<file path="src/rtl/conf_port_arbiter_if.sv">
// conf_port_arbiter_if
//   Bundles the requester handshakes and the memory configuration bus that
//   the arbiter sits between.
//   Requester side (x = 0 network config path, x = 1 local debug/host path):
//     reqx_valid/we/lock/addr/wdata  request from requester x
//     reqx_ready                     request accepted this cycle
//     rspx_valid/rdata               read response, one-cycle pulse
//   Memory side:
//     conf_rden/wren/addr/wdata      registered strobes towards the memory
//     conf_rdata                     read data returned by the memory
//   Modports: slave = arbiter view, master = requester/memory environment view.
interface conf_port_arbiter_if;
    logic        req0_valid;
    logic        req0_we;
    logic        req0_lock;
    logic [31:0] req0_addr;
    logic [31:0] req0_wdata;
    logic        req0_ready;
    logic        rsp0_valid;
    logic [31:0] rsp0_rdata;

    logic        req1_valid;
    logic        req1_we;
    logic        req1_lock;
    logic [31:0] req1_addr;
    logic [31:0] req1_wdata;
    logic        req1_ready;
    logic        rsp1_valid;
    logic [31:0] rsp1_rdata;

    logic        conf_rden;
    logic        conf_wren;
    logic [31:0] conf_addr;
    logic [31:0] conf_wdata;
    logic [31:0] conf_rdata;

    modport slave (
        input  req0_valid, req0_we, req0_lock, req0_addr, req0_wdata,
        output req0_ready, rsp0_valid, rsp0_rdata,
        input  req1_valid, req1_we, req1_lock, req1_addr, req1_wdata,
        output req1_ready, rsp1_valid, rsp1_rdata,
        output conf_rden, conf_wren, conf_addr, conf_wdata,
        input  conf_rdata
    );

    modport master (
        output req0_valid, req0_we, req0_lock, req0_addr, req0_wdata,
        input  req0_ready, rsp0_valid, rsp0_rdata,
        output req1_valid, req1_we, req1_lock, req1_addr, req1_wdata,
        input  req1_ready, rsp1_valid, rsp1_rdata,
        input  conf_rden, conf_wren, conf_addr, conf_wdata,
        output conf_rdata
    );
endinterface

</file>
<file path="src/rtl/conf_port_arbiter.sv">
// conf_port_arbiter
//   Shares the single ITCM/DTCM configuration port between the network
//   configuration path (requester 0) and the local debug/host path
//   (requester 1). One transaction is granted per cycle, round-robin, with
//   an optional lock that lets one requester stream a burst of up to
//   MAX_BURST transactions while the other waits. Reads are tagged with the
//   issuing requester and their data is routed back RD_LAT + 2 cycles after
//   the accept.
//   Ports:
//     clk, resetn   clock, asynchronous active-low reset
//     cfg_enable    1 = grants allowed, 0 = stall all grants
//     busy          read response outstanding or owner lock held
//     bus           requester handshakes and memory config bus (slave view)
module conf_port_arbiter #(
    parameter int RD_LAT    = 2,
    parameter int MAX_BURST = 64
) (
    input  logic              clk,
    input  logic              resetn,
    input  logic              cfg_enable,
    output logic              busy,
    conf_port_arbiter_if.slave bus
);

    typedef enum logic [1:0] {
        OWNER_NONE = 2'd0,
        OWNER_0    = 2'd1,
        OWNER_1    = 2'd2
    } owner_e;

    localparam logic [7:0] BURST_LIMIT = 8'(MAX_BURST);

    logic [1:0]  reqValid;
    logic [1:0]  reqWe;
    logic [1:0]  reqLock;
    logic [31:0] reqAddr  [2];
    logic [31:0] reqWdata [2];

    owner_e      owner_q,    owner_d;
    logic [7:0]  burstCnt_q, burstCnt_d;
    logic        rrLast_q,   rrLast_d;

    logic [1:0]  lockHold;
    logic [1:0]  grant;
    logic        grantId;
    logic        accept;

    logic        confRden_q;
    logic        confWren_q;
    logic [31:0] confAddr_q;
    logic [31:0] confWdata_q;
    logic        issueId_q;

    logic [RD_LAT-1:0] tagValid_q;
    logic [RD_LAT-1:0] tagId_q;

    logic [1:0]  rspValid_q;
    logic [31:0] rspRdata0_q;
    logic [31:0] rspRdata1_q;

    assign reqValid    = {bus.req1_valid, bus.req0_valid};
    assign reqWe       = {bus.req1_we,    bus.req0_we};
    assign reqLock     = {bus.req1_lock,  bus.req0_lock};
    assign reqAddr[0]  = bus.req0_addr;
    assign reqAddr[1]  = bus.req1_addr;
    assign reqWdata[0] = bus.req0_wdata;
    assign reqWdata[1] = bus.req1_wdata;

    // A locked owner keeps the port while it still asks for it, unless the
    // other side is waiting and the burst allowance is used up.
    always_comb begin
        lockHold    = 2'b00;
        lockHold[0] = (owner_q == OWNER_0) && reqValid[0] && reqLock[0] &&
                      (!reqValid[1] || (burstCnt_q < BURST_LIMIT));
        lockHold[1] = (owner_q == OWNER_1) && reqValid[1] && reqLock[1] &&
                      (!reqValid[0] || (burstCnt_q < BURST_LIMIT));
    end

    // Grant selection. When the lock cannot be honoured the round-robin
    // pointer already names the owner as last winner, so the waiting
    // requester is picked, which is what forces the rotation.
    always_comb begin
        grant = 2'b00;
        if (cfg_enable) begin
            if (lockHold[0]) begin
                grant = 2'b01;
            end else if (lockHold[1]) begin
                grant = 2'b10;
            end else if (reqValid == 2'b11) begin
                grant = rrLast_q ? 2'b01 : 2'b10;
            end else begin
                grant = reqValid;
            end
        end
    end

    assign accept  = |grant;
    assign grantId = grant[1];

    // Owner, burst counter and round-robin pointer next state.
    always_comb begin
        owner_e grantOwner;
        owner_d    = owner_q;
        burstCnt_d = burstCnt_q;
        rrLast_d   = rrLast_q;
        grantOwner = grantId ? OWNER_1 : OWNER_0;
        if (accept) begin
            rrLast_d = grantId;
            if (reqLock[grantId]) begin
                owner_d = grantOwner;
                if (owner_q == grantOwner) begin
                    burstCnt_d = (burstCnt_q == 8'hFF) ? 8'hFF : burstCnt_q + 8'd1;
                end else begin
                    burstCnt_d = 8'd1;
                end
            end else begin
                owner_d    = OWNER_NONE;
                burstCnt_d = 8'd0;
            end
        end
    end

    always_ff @(posedge clk or negedge resetn) begin
        if (!resetn) begin
            owner_q    <= OWNER_NONE;
            burstCnt_q <= 8'd0;
            rrLast_q   <= 1'b1;
        end else begin
            owner_q    <= owner_d;
            burstCnt_q <= burstCnt_d;
            rrLast_q   <= rrLast_d;
        end
    end

    // Issue stage: the accepted request is presented to the memory one
    // cycle later; address and data hold their last value between strobes.
    always_ff @(posedge clk or negedge resetn) begin
        if (!resetn) begin
            confRden_q  <= 1'b0;
            confWren_q  <= 1'b0;
            confAddr_q  <= 32'd0;
            confWdata_q <= 32'd0;
            issueId_q   <= 1'b0;
        end else begin
            confRden_q <= accept && !reqWe[grantId];
            confWren_q <= accept &&  reqWe[grantId];
            if (accept) begin
                confAddr_q  <= reqAddr[grantId];
                confWdata_q <= reqWdata[grantId];
                issueId_q   <= grantId;
            end
        end
    end

    // Read tag pipeline: stage 0 is loaded while conf_rden is high, so the
    // last stage lines up with the cycle conf_rdata is valid.
    always_ff @(posedge clk or negedge resetn) begin
        if (!resetn) begin
            tagValid_q <= '0;
            tagId_q    <= '0;
        end else begin
            tagValid_q[0] <= confRden_q;
            tagId_q[0]    <= issueId_q;
            for (int k = 1; k < RD_LAT; k++) begin
                tagValid_q[k] <= tagValid_q[k-1];
                tagId_q[k]    <= tagId_q[k-1];
            end
        end
    end

    // Response capture: data is held until the next response to the same
    // requester, the valid is a single-cycle pulse.
    always_ff @(posedge clk or negedge resetn) begin
        if (!resetn) begin
            rspValid_q  <= 2'b00;
            rspRdata0_q <= 32'd0;
            rspRdata1_q <= 32'd0;
        end else begin
            rspValid_q <= 2'b00;
            if (tagValid_q[RD_LAT-1]) begin
                if (tagId_q[RD_LAT-1]) begin
                    rspValid_q[1] <= 1'b1;
                    rspRdata1_q   <= bus.conf_rdata;
                end else begin
                    rspValid_q[0] <= 1'b1;
                    rspRdata0_q   <= bus.conf_rdata;
                end
            end
        end
    end

    assign bus.req0_ready = grant[0];
    assign bus.req1_ready = grant[1];
    assign bus.rsp0_valid = rspValid_q[0];
    assign bus.rsp1_valid = rspValid_q[1];
    assign bus.rsp0_rdata = rspRdata0_q;
    assign bus.rsp1_rdata = rspRdata1_q;
    assign bus.conf_rden  = confRden_q;
    assign bus.conf_wren  = confWren_q;
    assign bus.conf_addr  = confAddr_q;
    assign bus.conf_wdata = confWdata_q;

    assign busy = (|tagValid_q) || (owner_q != OWNER_NONE);

endmodule

</file>
<file path="src/flat_wrapper.sv">
// flat-port wrapper written by rule: the top's interface ports become plain ports
module conf_port_arbiter_flat 
#(
    parameter int RD_LAT    = 2,
    parameter int MAX_BURST = 64
)
  (clk, resetn, cfg_enable, busy, bus_req0_valid, bus_req0_we, bus_req0_lock, bus_req0_addr, bus_req0_wdata, bus_req0_ready, bus_rsp0_valid, bus_rsp0_rdata, bus_req1_valid, bus_req1_we, bus_req1_lock, bus_req1_addr, bus_req1_wdata, bus_req1_ready, bus_rsp1_valid, bus_rsp1_rdata, bus_conf_rden, bus_conf_wren, bus_conf_addr, bus_conf_wdata, bus_conf_rdata);
  conf_port_arbiter_if bus_i ();
  input  logic clk;
  input  logic resetn;
  input  logic cfg_enable;
  output logic busy;
  input wire logic [$bits(bus_i.req0_valid)-1:0] bus_req0_valid;
  input wire logic [$bits(bus_i.req0_we)-1:0] bus_req0_we;
  input wire logic [$bits(bus_i.req0_lock)-1:0] bus_req0_lock;
  input wire logic [$bits(bus_i.req0_addr)-1:0] bus_req0_addr;
  input wire logic [$bits(bus_i.req0_wdata)-1:0] bus_req0_wdata;
  output wire logic [$bits(bus_i.req0_ready)-1:0] bus_req0_ready;
  output wire logic [$bits(bus_i.rsp0_valid)-1:0] bus_rsp0_valid;
  output wire logic [$bits(bus_i.rsp0_rdata)-1:0] bus_rsp0_rdata;
  input wire logic [$bits(bus_i.req1_valid)-1:0] bus_req1_valid;
  input wire logic [$bits(bus_i.req1_we)-1:0] bus_req1_we;
  input wire logic [$bits(bus_i.req1_lock)-1:0] bus_req1_lock;
  input wire logic [$bits(bus_i.req1_addr)-1:0] bus_req1_addr;
  input wire logic [$bits(bus_i.req1_wdata)-1:0] bus_req1_wdata;
  output wire logic [$bits(bus_i.req1_ready)-1:0] bus_req1_ready;
  output wire logic [$bits(bus_i.rsp1_valid)-1:0] bus_rsp1_valid;
  output wire logic [$bits(bus_i.rsp1_rdata)-1:0] bus_rsp1_rdata;
  output wire logic [$bits(bus_i.conf_rden)-1:0] bus_conf_rden;
  output wire logic [$bits(bus_i.conf_wren)-1:0] bus_conf_wren;
  output wire logic [$bits(bus_i.conf_addr)-1:0] bus_conf_addr;
  output wire logic [$bits(bus_i.conf_wdata)-1:0] bus_conf_wdata;
  input wire logic [$bits(bus_i.conf_rdata)-1:0] bus_conf_rdata;
  assign bus_i.req0_valid = bus_req0_valid;
  assign bus_i.req0_we = bus_req0_we;
  assign bus_i.req0_lock = bus_req0_lock;
  assign bus_i.req0_addr = bus_req0_addr;
  assign bus_i.req0_wdata = bus_req0_wdata;
  assign bus_req0_ready = bus_i.req0_ready;
  assign bus_rsp0_valid = bus_i.rsp0_valid;
  assign bus_rsp0_rdata = bus_i.rsp0_rdata;
  assign bus_i.req1_valid = bus_req1_valid;
  assign bus_i.req1_we = bus_req1_we;
  assign bus_i.req1_lock = bus_req1_lock;
  assign bus_i.req1_addr = bus_req1_addr;
  assign bus_i.req1_wdata = bus_req1_wdata;
  assign bus_req1_ready = bus_i.req1_ready;
  assign bus_rsp1_valid = bus_i.rsp1_valid;
  assign bus_rsp1_rdata = bus_i.rsp1_rdata;
  assign bus_conf_rden = bus_i.conf_rden;
  assign bus_conf_wren = bus_i.conf_wren;
  assign bus_conf_addr = bus_i.conf_addr;
  assign bus_conf_wdata = bus_i.conf_wdata;
  assign bus_i.conf_rdata = bus_conf_rdata;
  conf_port_arbiter #(.RD_LAT(RD_LAT), .MAX_BURST(MAX_BURST)) u_core (.clk(clk), .resetn(resetn), .cfg_enable(cfg_enable), .busy(busy), .bus(bus_i));
endmodule
</file>
<file path="config.mk">
export PLATFORM = sky130hd
export DESIGN_NAME = conf_port_arbiter_flat
export DESIGN_NICKNAME = d
export VERILOG_FILES = /design/src/rtl/conf_port_arbiter_if.sv /design/src/rtl/conf_port_arbiter.sv /design/src/flat_wrapper.sv
export SDC_FILE = /design/constraint.sdc
export NUM_CORES = 1
export LEC_CHECK = 0
export BUFFER_PORTS_ARGS = -buffer_cell sky130_fd_sc_hd__buf_2
export CORE_AREA = 2 2 103 155
export CTS_CLUSTER_DIAMETER = 100
export DETAILED_ROUTE_END_ITERATION = 8
export DIE_AREA = 0 0 105 157
export PLACE_DENSITY = 0.76
export SYNTH_ARGS = -nofsm -noshare
export SYNTH_HDL_FRONTEND = slang
export SYNTH_SLANG_ARGS = --single-unit
</file>
<file path="constraint.sdc">
create_clock -name clk -period 1.8 [get_ports clk]
set_input_delay 0.18 -clock clk [delete_from_list [all_inputs] [get_ports clk]]
set_output_delay 0.18 -clock clk [all_outputs]
set_load 0.03 [all_outputs]
</file>
==> load_flow_metrics.sql, run 1 <==
INSERT INTO impl_metrics (metric_group, metric, value, unit) VALUES
('global_route', 'grt_antenna_before_repair', '0', ''),
('sta', 'timing.final.ws_setup', '-0.0805', 'ns'),
('routing', 'detail_route.wirelength', '19100', 'um'),
('synth', 'synth.net_count', '762', ''),
('clock_tree', 'cts_tree', 'built', ''),
('global_route', 'wire_length_of_the_first_global_routing_pass', '28300', 'um'),
('floorplan', 'die_height', '157', 'um'),
('routing', 'dr.pass1.iters', '4', ''),
('global_route', 'grt_remaining_overflow', '0', ''),
('synth', 'fraction_of_post_synthesis_cell_area_in_the_top_cell_type_by_area', '59.0', '%'),
('setup_path', 'worst_r2r_endpoint', 'u_core.bus.conf_addr[9]', ''),
('global_route', 'global_route_usage_over_all_layers', '22.0', '%'),
('finish', 'synthToLayoutAreaGrowth', '47.9', '%'),
('sta', 'unrepaired_setup_endpoints_after_global_routing', 'yes', ''),
('placed_design', 'routabilityCongestion', '0.879', ''),
('synth', 'ys_async_sr_fraction', '100', '%'),
('setup_path', 'critPathKind', 'reg -> reg', ''),
('finish', 'layout-drive-gt1-share', '47.5', '%'),
('routing', 'drt_first_iter_violations', '328', ''),
('setup_path', 'worst_r2r_startpoint', 'u_core.owner_q[1]', ''),
('synth', 'synth-edff-count', '0', ''),
('sta', 'clock.fmax', '0.532', 'GHz'),
('sta', 'finalMaxSlewViolations', '0', ''),
('floorplan', 'ios', '304', ''),
('setup_path', 'worst_path_required_time', '2.11', 'ns'),
('floorplan', 'coreArea', '0.0150', 'sq mm'),
('floorplan', 'design.die.area', '0.0165', 'sq mm'),
('run', 'max_cap_violations', '0', ''),
('global_route', 'grt_start_max_net_pins', '53', ''),
('routing', 'route.detailed.drc', '0', ''),
('clock_tree', 'clk_latency', '0.42', 'ns'),
('power_and_ir_drop', 'power.ir.vdd_worst', '886', 'uV'),
('floorplan', 'placementRows', '55', ''),
('finish', 'utilization', '61.5', '%'),
('status', 'violations', 'setup timing', ''),
('setup_path', 'setup.reg_to_reg.worst_slack', '-0.08', 'ns'),
('sta', 'final-setup-viol-count', '13', ''),
('synth', 'yosys.area.top_type', 'sky130_fd_sc_hd__dfrtp_1', ''),
('routing', 'dr_total_vias', '5893', ''),
('sta', 'worst_slew_margin_rel', '65.9', '%'),
('setup_path', 'crit_fanout', '13', ''),
('floorplan', 'initial_utilization', '41.6', '%'),
('floorplan', 'die_width', '105', 'um'),
('sta', 'fin_worst_skew', '0.0119', 'ns'),
('placed_design', 'place.detailed.hpwl', '13300', 'um'),
('global_route', 'first_global_vias', '5671', ''),
('routing', 'detail_route.wl_per_cell', '16.6', 'um'),
('setup_path', 'cp.arrival', '2.19', 'ns'),
('synth', 'dominantRegCellSynth', 'sky130_fd_sc_hd__dfrtp_1', ''),
('synth', 'synth.lib_cells_used.distinct', '41', ''),
('power_and_ir_drop', 'report.power.total', '15000', 'uW'),
('setup_path', 'r2r.worst_path.cells', '8', ''),
('synth', 'proportion_of_synthesized_chip_area_in_sequential_cells', '59.4', '%'),
('synth', 'syn_area', '0.00624', 'sq mm'),
('sta', 'layout_min_cycle_time', '1.88', 'ns'),
('synth', 'synth_warnings', '0', ''),
('routing', 'vias_per_cell', '5.11', ''),
('finish', 'stdcell_count', '1153', ''),
('synth', 'synth_area_per_cell', '10.5', 'sq um'),
('power_and_ir_drop', 'p_leak', '0.00461', 'uW'),
('setup_path', 'crit_path_start_kind', 'register', ''),
('finish', 'antenna_cells', '0', ''),
('synth', 'ys_seq_elements', '148', ''),
('clock_tree', 'cts_sinks', '148', ''),
('status', 'status', 'finished, violations left', ''),
('min_path', 'holdCritPathClass', 'in -> reg', ''),
('synth', 'syn_inst', '592', ''),
('sta', 'max_slew.worst_pin.slew', '0.512', 'ns'),
('setup_path', 'end_kind', 'register', ''),
('routing', 'detail-route-antenna-nets', '0', ''),
('setup_path', 'cp-endpoint', 'u_core.bus.conf_addr[9]', '');
cells in the mapped netlist, types with 2 or more instances:
cell type / count
sky130_fd_sc_hd__buf_2: 11
sky130_fd_sc_hd__buf_6: 4
sky130_fd_sc_hd__and2_1: 2
sky130_fd_sc_hd__o221ai_1: 3
sky130_fd_sc_hd__a22oi_1: 2
sky130_fd_sc_hd__a31oi_1: 65
sky130_fd_sc_hd__and3_1: 2
sky130_fd_sc_hd__nor2b_1: 3
sky130_fd_sc_hd__or3_1: 2
sky130_fd_sc_hd__nand4_1: 2
sky130_fd_sc_hd__clkbuf_1: 19
sky130_fd_sc_hd__o21ai_0: 11
sky130_fd_sc_hd__a22o_1: 2
sky130_fd_sc_hd__nor2_1: 67
sky130_fd_sc_hd__mux2_2: 64
sky130_fd_sc_hd__dfrtp_1: 147
sky130_fd_sc_hd__a21oi_1: 3
sky130_fd_sc_hd__nand3_1: 6
sky130_fd_sc_hd__buf_1: 4
sky130_fd_sc_hd__o211ai_1: 2
sky130_fd_sc_hd__inv_1: 7
sky130_fd_sc_hd__nand2_1: 145
repair_timing:
| action | CTS | global route |
|---|---|---|
| pin swaps | 4 | 2 |
| setup endpoints to repair | 35 | 77 |
| setup buffers | 5 | 3 |
| hold buffers | 20 | 1 |
| resized for setup | 13 | 12 |
| hold endpoints to repair | 68 | 1 |
| gates cloned | 0 | 3 |
layout make-up:
| type | count | area [sq um] |
|---|---|---|
| Clock buffer | 17 | 425 |
| Sequential cell | 148 | 3700 |
| Inverter | 8 | 35.0 |
| Clock inverter | 15 | 188 |
| Multi-Input combinational cell | 398 | 2340 |
| Timing Repair Buffer | 368 | 2280 |
| Fill cell | 1269 | 5780 |
| Tap cell | 199 | 249 |
worst min path at each step:
stage                                 to                from  depth (start not counted)
6_report       u_core.bus.conf_wdata[21]  bus_req0_wdata[21]                          3
5_1_grt         u_core.bus.rsp1_rdata[6]   bus_conf_rdata[6]                          2
2_1_floorplan       u_core.burstCnt_q[0]              resetn                          0
3_5_place_dp    u_core.bus.rsp1_rdata[0]              resetn                          1
4_1_cts        u_core.bus.conf_wdata[10]  bus_req0_wdata[10]                          3
3_3_place_gp    u_core.bus.rsp1_rdata[0]              resetn                          1
per-layer routing:
layer | GRT usage [%] | share of wire [%] | vias up
li1 | - | - | 2743
met1 | 24.8 | 38 | 2858
met2 | 41.0 | 54 | 262
met3 | 4.22 | 5.9 | 30
met4 | 7.94 | 2.1 | 0
met5 | 0 | 0 | -
report_power, final:
| group | internal [uW] | switching (uW) |
|---|---|---|
| clock network | 2110 | 1540 |
| logic | 2090 | 4010 |
| registers | 4560 | 636 |
| total | 8770 | 6190 |
placed cells by master (no fill, tap or decap), drive strengths merged, types with 3 or more instances in the layout:
cell	instances
nor2b	3
buf	344
clkbuf	20
a21oi	3
mux2	64
dlygate4sd3	21
nand2	145
a31oi	65
nor2	67
inv	15
o211ai	3
clkinv	6
dfrtp	147
o21ai	12
nand3	6
o221ai	3
through the flow:
stage / cell area (sq um) / worst slack [ns] / hold WS (ns)
finish: 9220 / -0.0805 / 0.0135
detailed placement: 8180 / -0.0528 / 0.164
CTS: 9060 / -0.0560 / 0.000269
global route: 9220 / -0.151 / 0.000491
floorplan: 6240 / 0.0343 / -0.116
global placement: 8180 / 0.0225 / 0.171
cell families (layout without fill, tap and decap cells):
kind of cell / Yosys count / after routing / synth area share [%]
flip-flops: 148 / 148 / 59.4
buffers and inverters: 46 / 408 / 3.55
AND/OR/NAND/NOR: 235 / 235 / 15.0
adder cells (fa/ha/maj): 1 / 1 / 0.201
multiplexers: 64 / 64 / 11.6
AO/OA/AOI/OAI: 98 / 98 / 10.2
critical path: stages (launching register included):
cell and delay, ns:
sky130_fd_sc_hd__dfrtp_1 0.41, sky130_fd_sc_hd__and3b_1 0.21, sky130_fd_sc_hd__a311o_1 0.28, sky130_fd_sc_hd__and2_4 0.17, sky130_fd_sc_hd__clkinv_4 0.07, sky130_fd_sc_hd__buf_4 0.18
sky130_fd_sc_hd__buf_12 0.16, sky130_fd_sc_hd__nand2_1 0.08, sky130_fd_sc_hd__a31oi_1 0.22
flip-flops by register name, indices dropped and copies added (netlist names):
| signal | count |
|---|---|
| u_core.bus.conf_wren | 1 |
| u_core.bus.rsp0_rdata | 32 |
| u_core.owner_q | 2 |
| u_core.rspValid_q | 2 |
| u_core.bus.rsp1_rdata | 32 |
| u_core.bus.conf_rden | 1 |
| u_core.rrLast_q | 1 |
| u_core.tagId_q | 2 |
| u_core.burstCnt_q | 8 |
| u_core.tagValid_q | 2 |
| u_core.bus.conf_addr | 32 |
| u_core.bus.conf_wdata | 32 |
| u_core.issueId_q | 1 |
Power figures use the tool's default switching activity.
==> inputs of run 2 (changes only) <==
--- a/config.mk
+++ b/config.mk
@@ -9,4 +9,5 @@
 export CORE_AREA = 2 2 103 155
 export CTS_CLUSTER_DIAMETER = 100
+export CTS_CLUSTER_SIZE = 14
 export DETAILED_ROUTE_END_ITERATION = 8
 export DIE_AREA = 0 0 105 157
==> constraint.sdc (replaced) <==
create_clock -name clk -period 1.8 [get_ports clk]
set_input_delay 0.18 -clock clk [delete_from_list [all_inputs] [get_ports clk]]
set_output_delay 0.18 -clock clk [all_outputs]
set_load 0.1 [all_outputs]
==> run 2 against run 1 <==
  * The flow still finishes with violations (setup timing)
  * Maximum frequency decreased by 4.9%
  * Non-clock buffer count increased by 14
  * Critical path depth decreased by 2
  * Utilization increased by 2.9 points
  * First-iteration DRC count decreased by 10%
  * Cell count increased by 1.2%
  * Global-route usage decreased by 0.33 points
  * Sequential share of layout area decreased by 1.8 points
  * Sequential cell count unchanged
  * Clock skew decreased by 0.0014 ns
  * Critical path type is now reg -> out
==> load_flow_metrics.sql, run 2 (synthesis gave the netlist of run 1 again) <==
INSERT INTO impl_metrics (metric_group, metric, value, unit) VALUES
('status', 'status', 'finished, violations left', ''),
('status', 'violations', 'setup timing', ''),
('setup_path', 'crit_fanout', '3', ''),
('finish', 'synthToLayoutAreaGrowth', '54.8', '%'),
('sta', 'timing.final.ws_setup', '-0.178', 'ns'),
('routing', 'detail_route.wl_per_cell', '16.7', 'um'),
('setup_path', 'critical-path-slowest-cell', 'sky130_fd_sc_hd__dfrtp_1', ''),
('clock_tree', 'cts-buffers-inserted', '17', ''),
('routing', 'detail_route.wirelength', '19500', 'um'),
('sta', 'worst_slew_margin_rel', '65.1', '%'),
('setup_path', 'cp_dominant_cell_by_count', 'sky130_fd_sc_hd__buf_12', ''),
('setup_path', 'cp.arrival', '1.80', 'ns'),
('sta', 'number_of_hold_violations_in_the_final_report', '0', ''),
('clock_tree', 'ctsHtreeMaxLevel', '4', ''),
('placed_design', 'routabilityCongestion', '0.795', ''),
('setup_path', 'critPathKind', 'reg -> out', ''),
('setup_path', 'worst_r2r_startpoint', 'u_core.owner_q[1]', ''),
('routing', 'detail-route-antenna-nets', '0', ''),
('floorplan', 'design.die.area', '0.0165', 'sq mm'),
('global_route', 'grt_antenna_before_repair', '3', ''),
('routing', 'drt_first_iter_violations', '294', ''),
('setup_path', 'r2r.worst_path.cells', '8', ''),
('min_path', 'hold_critical_path_depth', '3', ''),
('clock_tree', 'cts_buffer_depth', '2', ''),
('finish', 'layout_common_cells', '299 x sky130_fd_sc_hd__buf_2, 147 x sky130_fd_sc_hd__dfrtp_1, 143 x sky130_fd_sc_hd__nand2_1, 65 x sky130_fd_sc_hd__a31oi_1, 64 x sky130_fd_sc_hd__mux2_2', ''),
('routing', 'dr.pass1.iters', '7', ''),
('placed_design', 'placement.io_buffers', '303', ''),
('setup_path', 'worst_path_required_time', '1.62', 'ns'),
('routing', 'dr_total_vias', '5928', ''),
('routing', 'route.met3.wl', '1320', 'um'),
('floorplan', 'placementRows', '55', ''),
('routing', 'topRoutingLayerUsed', 'met5', ''),
('setup_path', 'worst_path_largest_cell_delay', '0.41', 'ns'),
('setup_path', 'crit_path_start_kind', 'register', ''),
('routing', 'vias_per_cell', '5.08', ''),
('clock_tree', 'cts.clk_slew.worst_paths', '0.07', 'ns'),
('global_route', 'grt_remaining_overflow', '0', ''),
('min_path', 'min-delay-start', 'bus_req0_addr[30]', ''),
('clock_tree', 'cts_tree', 'built', ''),
('setup_path', 'setup.reg_to_reg.worst_slack', '-0.12', 'ns'),
('sta', 'post-route-period-util', '110', '%'),
('sta', 'unrepaired_setup_endpoints_after_global_routing', 'yes', ''),
('finish', 'mostFrequentLayoutCell', 'sky130_fd_sc_hd__buf_2', ''),
('sta', 'fin_worst_skew', '0.0105', 'ns'),
('routing', 'routed-wl-met2', '10400', 'um'),
('floorplan', 'initial_utilization', '41.6', '%'),
('floorplan', 'die_width', '105', 'um'),
('routing', 'routedLengthMet1', '7410', 'um'),
('sta', 'max_slew.worst_pin.slew', '0.527', 'ns'),
('clock_tree', 'clk_latency', '0.41', 'ns'),
('setup_path', 'end_kind', 'primary output', ''),
('floorplan', 'die_height', '157', 'um'),
('routing', 'route.detailed.drc', '0', ''),
('setup_path', 'worst_r2r_endpoint', 'u_core.bus.conf_addr[19]', ''),
('placed_design', 'place.detailed.hpwl', '12600', 'um'),
('global_route', 'wire_length_of_the_first_global_routing_pass', '28200', 'um'),
('finish', 'final_nets', '1125', ''),
('sta', 'clock.fmax', '0.505', 'GHz'),
('sta', 'final-setup-viol-count', '40', ''),
('finish', 'layout_fillers', '1153', ''),
('global_route', 'grt_start_max_net_pins', '73', ''),
('floorplan', 'coreArea', '0.0150', 'sq mm'),
('min_path', 'holdCritPathClass', 'in -> reg', ''),
('finish', 'utilization', '64.4', '%'),
('run', 'max_cap_violations', '0', ''),
('finish', 'antenna_cells', '0', ''),
('min_path', 'hold-path-endpoint', 'u_core.bus.conf_addr[30]', ''),
('global_route', 'global_route_usage_over_all_layers', '21.6', '%'),
('sta', 'layout_min_cycle_time', '1.98', 'ns'),
('sta', 'finalMaxSlewViolations', '0', ''),
('global_route', 'first_global_vias', '5648', ''),
('floorplan', 'ios', '304', ''),
('finish', 'layout-drive-gt1-share', '50.5', '%'),
('setup_path', 'cp_cell_sequence', 'and3b_2 > a311o_1 > and2_4 > clkinv_4 > buf_12 > buf_12', ''),
('clock_tree', 'cts_sinks', '148', ''),
('clock_tree', 'clock-root-buffer', 'sky130_fd_sc_hd__clkbuf_16', '');
## run 2: cell types whose count changed in the layout (fill, tap and decap cells not counted), moves of 5 or more
| cell | previous run | this run |
|---|---|---|
| sky130_fd_sc_hd__clkbuf_16 | 20 | 26 |
| sky130_fd_sc_hd__nor2_2 | 0 | 14 |
| sky130_fd_sc_hd__nor2_4 | 0 | 5 |
| sky130_fd_sc_hd__buf_12 | 6 | 17 |
| sky130_fd_sc_hd__buf_4 | 25 | 19 |
| sky130_fd_sc_hd__clkinvlp_4 | 0 | 5 |
| sky130_fd_sc_hd__nor2_1 | 67 | 48 |
## run 2: worst max-delay path by stage
stage	startpoint	endpoint	slack (ns)
detailed placement	u_core.burstCnt_q[6]	u_core.bus.conf_wdata[10]	-0.02
global placement	u_core.burstCnt_q[6]	u_core.bus.conf_addr[26]	0.01
CTS	u_core.owner_q[1]	bus_req0_ready	-0.20
floorplan	u_core.owner_q[1]	u_core.bus.conf_wren	-0.16
finish	u_core.owner_q[1]	bus_req0_ready	-0.18
global route	u_core.owner_q[1]	bus_req0_ready	-0.24
## run 2: repair_timing
item / 4_1_cts / 5_1_grt
cloned: 3 / 10
hold buffers: 17 / 4
hold endpoints to repair: 53 / 5
gates resized for setup: 21 / 47
buffers inserted: 10 / 5
endpoints found under the setup margin: 36 / 77
pin swaps: 4 / 3
## run 2: final cells by class
| type | count | area [sq um] | area share, % |
|---|---|---|---|
| repair buffers | 382 | 2690 | 27.8 |
| clock inverters | 14 | 119 | 1.23 |
| multi-input cells | 398 | 2420 | 25.1 |
| well taps | 199 | 249 | 2.58 |
| inverters | 8 | 38.8 | 0.402 |
| clock buffers | 18 | 439 | 4.55 |
| flip-flops and latches | 148 | 3700 | 38.4 |
## run 2: per-layer routing
layer / vias to the layer above / global-route usage [%]
met5: - / 0
met4: 6 / 8.44
met3: 29 / 5.59
met2: 282 / 38.2
met1: 2842 / 25.1
li1: 2769 / -
## run 2: critical path: cells and delay by family (launching register included)
kind / cells / cell delay [ns]
buffers and inverters: 3 / 0.31
AND/OR/NAND/NOR: 2 / 0.39
AO/OA/AOI/OAI: 1 / 0.28
flip-flops: 1 / 0.41
## run 2: through the flow
stage | setup TNS (ns) | hold slack, ns | instance area, sq um | std cells | setup WS, ns
after floorplan | -0.351 | -0.116 | 6260 | 592 | -0.159
after CTS | -2.65 | 0.000613 | 9170 | 1148 | -0.197
final | -2.89 | 0.0133 | 9660 | 1167 | -0.178
after global placement | 0 | 0.0873 | 8220 | 1088 | 0.0142
after detailed placement | -0.0777 | 0.0906 | 8220 | 1088 | -0.0215
after global routing | -8.09 | 0.00467 | 9660 | 1167 | -0.243
Power of run 2 is not shown: default switching activity piles up to over one toggle a cycle in this logic, so the estimate is an artifact.
==> inputs of run 3 (changes only) <==
CORE_AREA = 2 2 102 153   (was 2 2 103 155)
CTS_BUF_LIST = sky130_fd_sc_hd__clkbuf_8   (was default)
DIE_AREA = 0 0 104 155   (was 0 0 105 157)
PLACE_DENSITY = 0.77   (was 0.76)
==> run 3 against run 2 <==
  * The flow still finishes with violations (setup timing)
  * Sequential share of layout area decreased by 3.1 points
  * Highest routed layer unchanged
  * Utilization increased by 6.2 points
  * Hold slack got worse by 0.0032 ns
  * Critical path depth unchanged
  * Critical path type unchanged
==> load_flow_metrics.sql, run 3 (synthesis gave the netlist of run 1 again) <==
INSERT INTO impl_metrics (metric_group, metric, value, unit) VALUES
('run', 'max_cap_violations', '0', ''),
('clock_tree', 'clock-root-buffer', 'sky130_fd_sc_hd__clkbuf_8', ''),
('clock_tree', 'cts_tree', 'built', ''),
('placed_design', 'placement.io_buffers', '303', ''),
('power_and_ir_drop', 'p_leak', '0.00509', 'uW'),
('placed_design', 'place_area', '0.00834', 'sq mm'),
('finish', 'antenna_cells', '0', ''),
('min_path', 'holdCritPathClass', 'in -> reg', ''),
('floorplan', 'die_width', '104', 'um'),
('finish', 'utilization', '70.6', '%'),
('routing', 'vias_per_cell', '5.22', ''),
('power_and_ir_drop', 'power-per-cell-area', '1980', 'mW/mm^2'),
('setup_path', 'crit_fanout', '4', ''),
('sta', 'post-route-period-util', '114', '%'),
('sta', 'fin_worst_skew', '0.0106', 'ns'),
('setup_path', 'critical-path-slowest-cell', 'sky130_fd_sc_hd__dfrtp_1', ''),
('placed_design', 'routabilityCongestion', '0.857', ''),
('status', 'violations', 'setup timing', ''),
('global_route', 'wire_length_of_the_first_global_routing_pass', '35900', 'um'),
('floorplan', 'ios', '304', ''),
('global_route', 'first_global_vias', '7123', ''),
('sta', 'finalMaxSlewViolations', '0', ''),
('sta', 'unrepaired_setup_endpoints_after_global_routing', 'yes', ''),
('finish', 'layout-drive-gt1-share', '44.4', '%'),
('finish', 'synthToLayoutAreaGrowth', '68.3', '%'),
('finish', 'final_nets', '1245', ''),
('global_route', 'grt_remaining_overflow', '0', ''),
('setup_path', 'worst_path_required_time', '1.62', 'ns'),
('sta', 'clock.fmax', '0.487', 'GHz'),
('routing', 'detail-route-antenna-nets', '0', ''),
('clock_tree', 'ctsHtreeMaxLevel', '4', ''),
('setup_path', 'cp_top_family', 'simple AND/OR/NAND/NOR gates', ''),
('routing', 'detail_route.wirelength', '23400', 'um'),
('clock_tree', 'clk_latency', '0.43', 'ns'),
('routing', 'route.detailed.drc', '0', ''),
('floorplan', 'placementRows', '55', ''),
('clock_tree', 'cts-buffers-inserted', '17', ''),
('sta', 'layout_min_cycle_time', '2.05', 'ns'),
('setup_path', 'crit_path_start_kind', 'register', ''),
('setup_path', 'worst_path_largest_cell_delay', '0.41', 'ns'),
('sta', 'max_slew.worst_pin.slew', '0.571', 'ns'),
('clock_tree', 'cts_sinks', '148', ''),
('global_route', 'grt_start_max_net_pins', '54', ''),
('status', 'status', 'finished, violations left', ''),
('setup_path', 'cp.arrival', '1.87', 'ns'),
('power_and_ir_drop', 'report.power.total', '20800', 'uW'),
('floorplan', 'coreArea', '0.0149', 'sq mm'),
('clock_tree', 'cts_buffer_depth', '2', ''),
('routing', 'detail_route.wl_per_cell', '18.2', 'um'),
('sta', 'timing.final.ws_setup', '-0.253', 'ns'),
('placed_design', 'place.detailed.hpwl', '13900', 'um'),
('setup_path', 'critical_path_buf_inv_count', '3', ''),
('sta', 'final-setup-viol-count', '78', ''),
('sta', 'worst_slew_margin_rel', '62.2', '%'),
('setup_path', 'cp_dominant_cell_by_count', 'sky130_fd_sc_hd__buf_12', ''),
('power_and_ir_drop', 'power.ir.vdd_worst', '1530', 'uV'),
('finish', 'postLayoutCellArea', '0.0105', 'sq mm'),
('finish', 'mostFrequentLayoutCell', 'sky130_fd_sc_hd__buf_2', ''),
('routing', 'dr_total_vias', '6721', ''),
('routing', 'dr.pass1.iters', '5', ''),
('sta', 'number_of_hold_violations_in_the_final_report', '0', ''),
('clock_tree', 'cts.clk_slew.worst_paths', '0.09', 'ns'),
('routing', 'drt_first_iter_violations', '508', ''),
('floorplan', 'design.die.area', '0.0161', 'sq mm'),
('finish', 'stdcell_count', '1287', ''),
('setup_path', 'cp_cell_sequence', 'and3b_2 > a311o_1 > and2_4 > clkinv_8 > buf_12 > buf_12', ''),
('floorplan', 'die_height', '155', 'um'),
('placed_design', 'dp_cells', '1095', ''),
('global_route', 'grt_antenna_before_repair', '1', ''),
('finish', 'layout_common_cells', '299 x sky130_fd_sc_hd__buf_2, 150 x sky130_fd_sc_hd__dlygate4sd3_1, 147 x sky130_fd_sc_hd__dfrtp_1, 123 x sky130_fd_sc_hd__nand2_1, 66 x sky130_fd_sc_hd__nor2_1', ''),
('setup_path', 'end_kind', 'primary output', ''),
('floorplan', 'initial_utilization', '42.0', '%'),
('global_route', 'global_route_usage_over_all_layers', '28.3', '%'),
('setup_path', 'critPathKind', 'reg -> out', ''),
('sta', 'timing.hold.ws', '0.0101', 'ns');
## run 3: cell types whose count changed in the layout (fill, tap and decap cells not counted), moves of 3 or more
| cell | delta |
|---|---|
| sky130_fd_sc_hd__nor2_4 | -4 |
| sky130_fd_sc_hd__buf_4 | +8 |
| sky130_fd_sc_hd__clkbuf_16 | -23 |
| sky130_fd_sc_hd__buf_6 | -6 |
| sky130_fd_sc_hd__nor2_2 | -14 |
| sky130_fd_sc_hd__nand2_4 | +3 |
| sky130_fd_sc_hd__dlygate4sd3_1 | +129 |
| sky130_fd_sc_hd__nand2_1 | -20 |
| sky130_fd_sc_hd__clkbuf_8 | +16 |
| sky130_fd_sc_hd__nor2_1 | +18 |
| sky130_fd_sc_hd__nand2_2 | +16 |
## run 3: path summary, 6_finish.rpt
path / start / endpoint / slack, ns / depth (start not counted)
max: u_core.owner_q[1] / bus_req0_ready / -0.25 / 6
min: bus_req1_addr[26] / u_core.bus.conf_addr[26] / 0.01 / 3
max reg2reg: u_core.owner_q[1] / u_core.bus.conf_wdata[0] / -0.21 / 9
min reg2reg: u_core.tagId_q[0] / u_core.tagId_q[1] / 0.35 / 0
max in group asynchronous: resetn / u_core.rrLast_q / 1.00 / 3
min in group asynchronous: resetn / u_core.bus.rsp0_rdata[8] / 0.19 / 2
## run 3: final cells by class
class                           count  area (sq um)
Clock buffer                       17           234
Clock inverter                     15           124
Fill cell                        1007          4370
Inverter                            8          46.3
Multi-Input combinational cell    398          2460
Sequential cell                   148          3700
Tap cell                          199           249
Timing Repair Buffer              502          3680
## run 3: layer usage
metal	global-route usage [%]	vias up	share of wire, %
met5	0	-	0.056
met4	18.8	2	6.0
met3	7.33	105	8.1
met2	49.5	409	52
met1	30.1	3202	34
li1	-	3003	-
## run 3: report_power, final
part	internal, uW	switching [uW]	total [uW]
sequential	4550	694	5250
clock	993	1400	2390
combinational	2350	10800	13100
## run 3: what timing repair did
item | 4_1_cts | 5_1_grt
hold buffers | 149 | 1
pin swaps | 3 | 3
buffers inserted | 4 | 3
cloned | 0 | 3
gates resized for setup | 9 | 39
setup endpoints to repair | 26 | 80
hold endpoints to repair | 261 | 1
## run 3: tightest hold or removal path, delay by kind of cell
family / cells / cell delay [ns]
buffers and inverters: 1 / 0.10
and+or+nand+nor: 1 / 0.09
AOI/OAI and AO/OA: 1 / 0.05
## run 3: through the flow
stage	setup slack, ns	setup TNS, ns
2_1_floorplan	-0.159	-0.351
3_3_place_gp	0.0410	0
3_5_place_dp	-0.0397	-0.0714
4_1_cts	-0.252	-4.61
5_1_grt	-0.321	-16.10
6_report	-0.253	-10.72
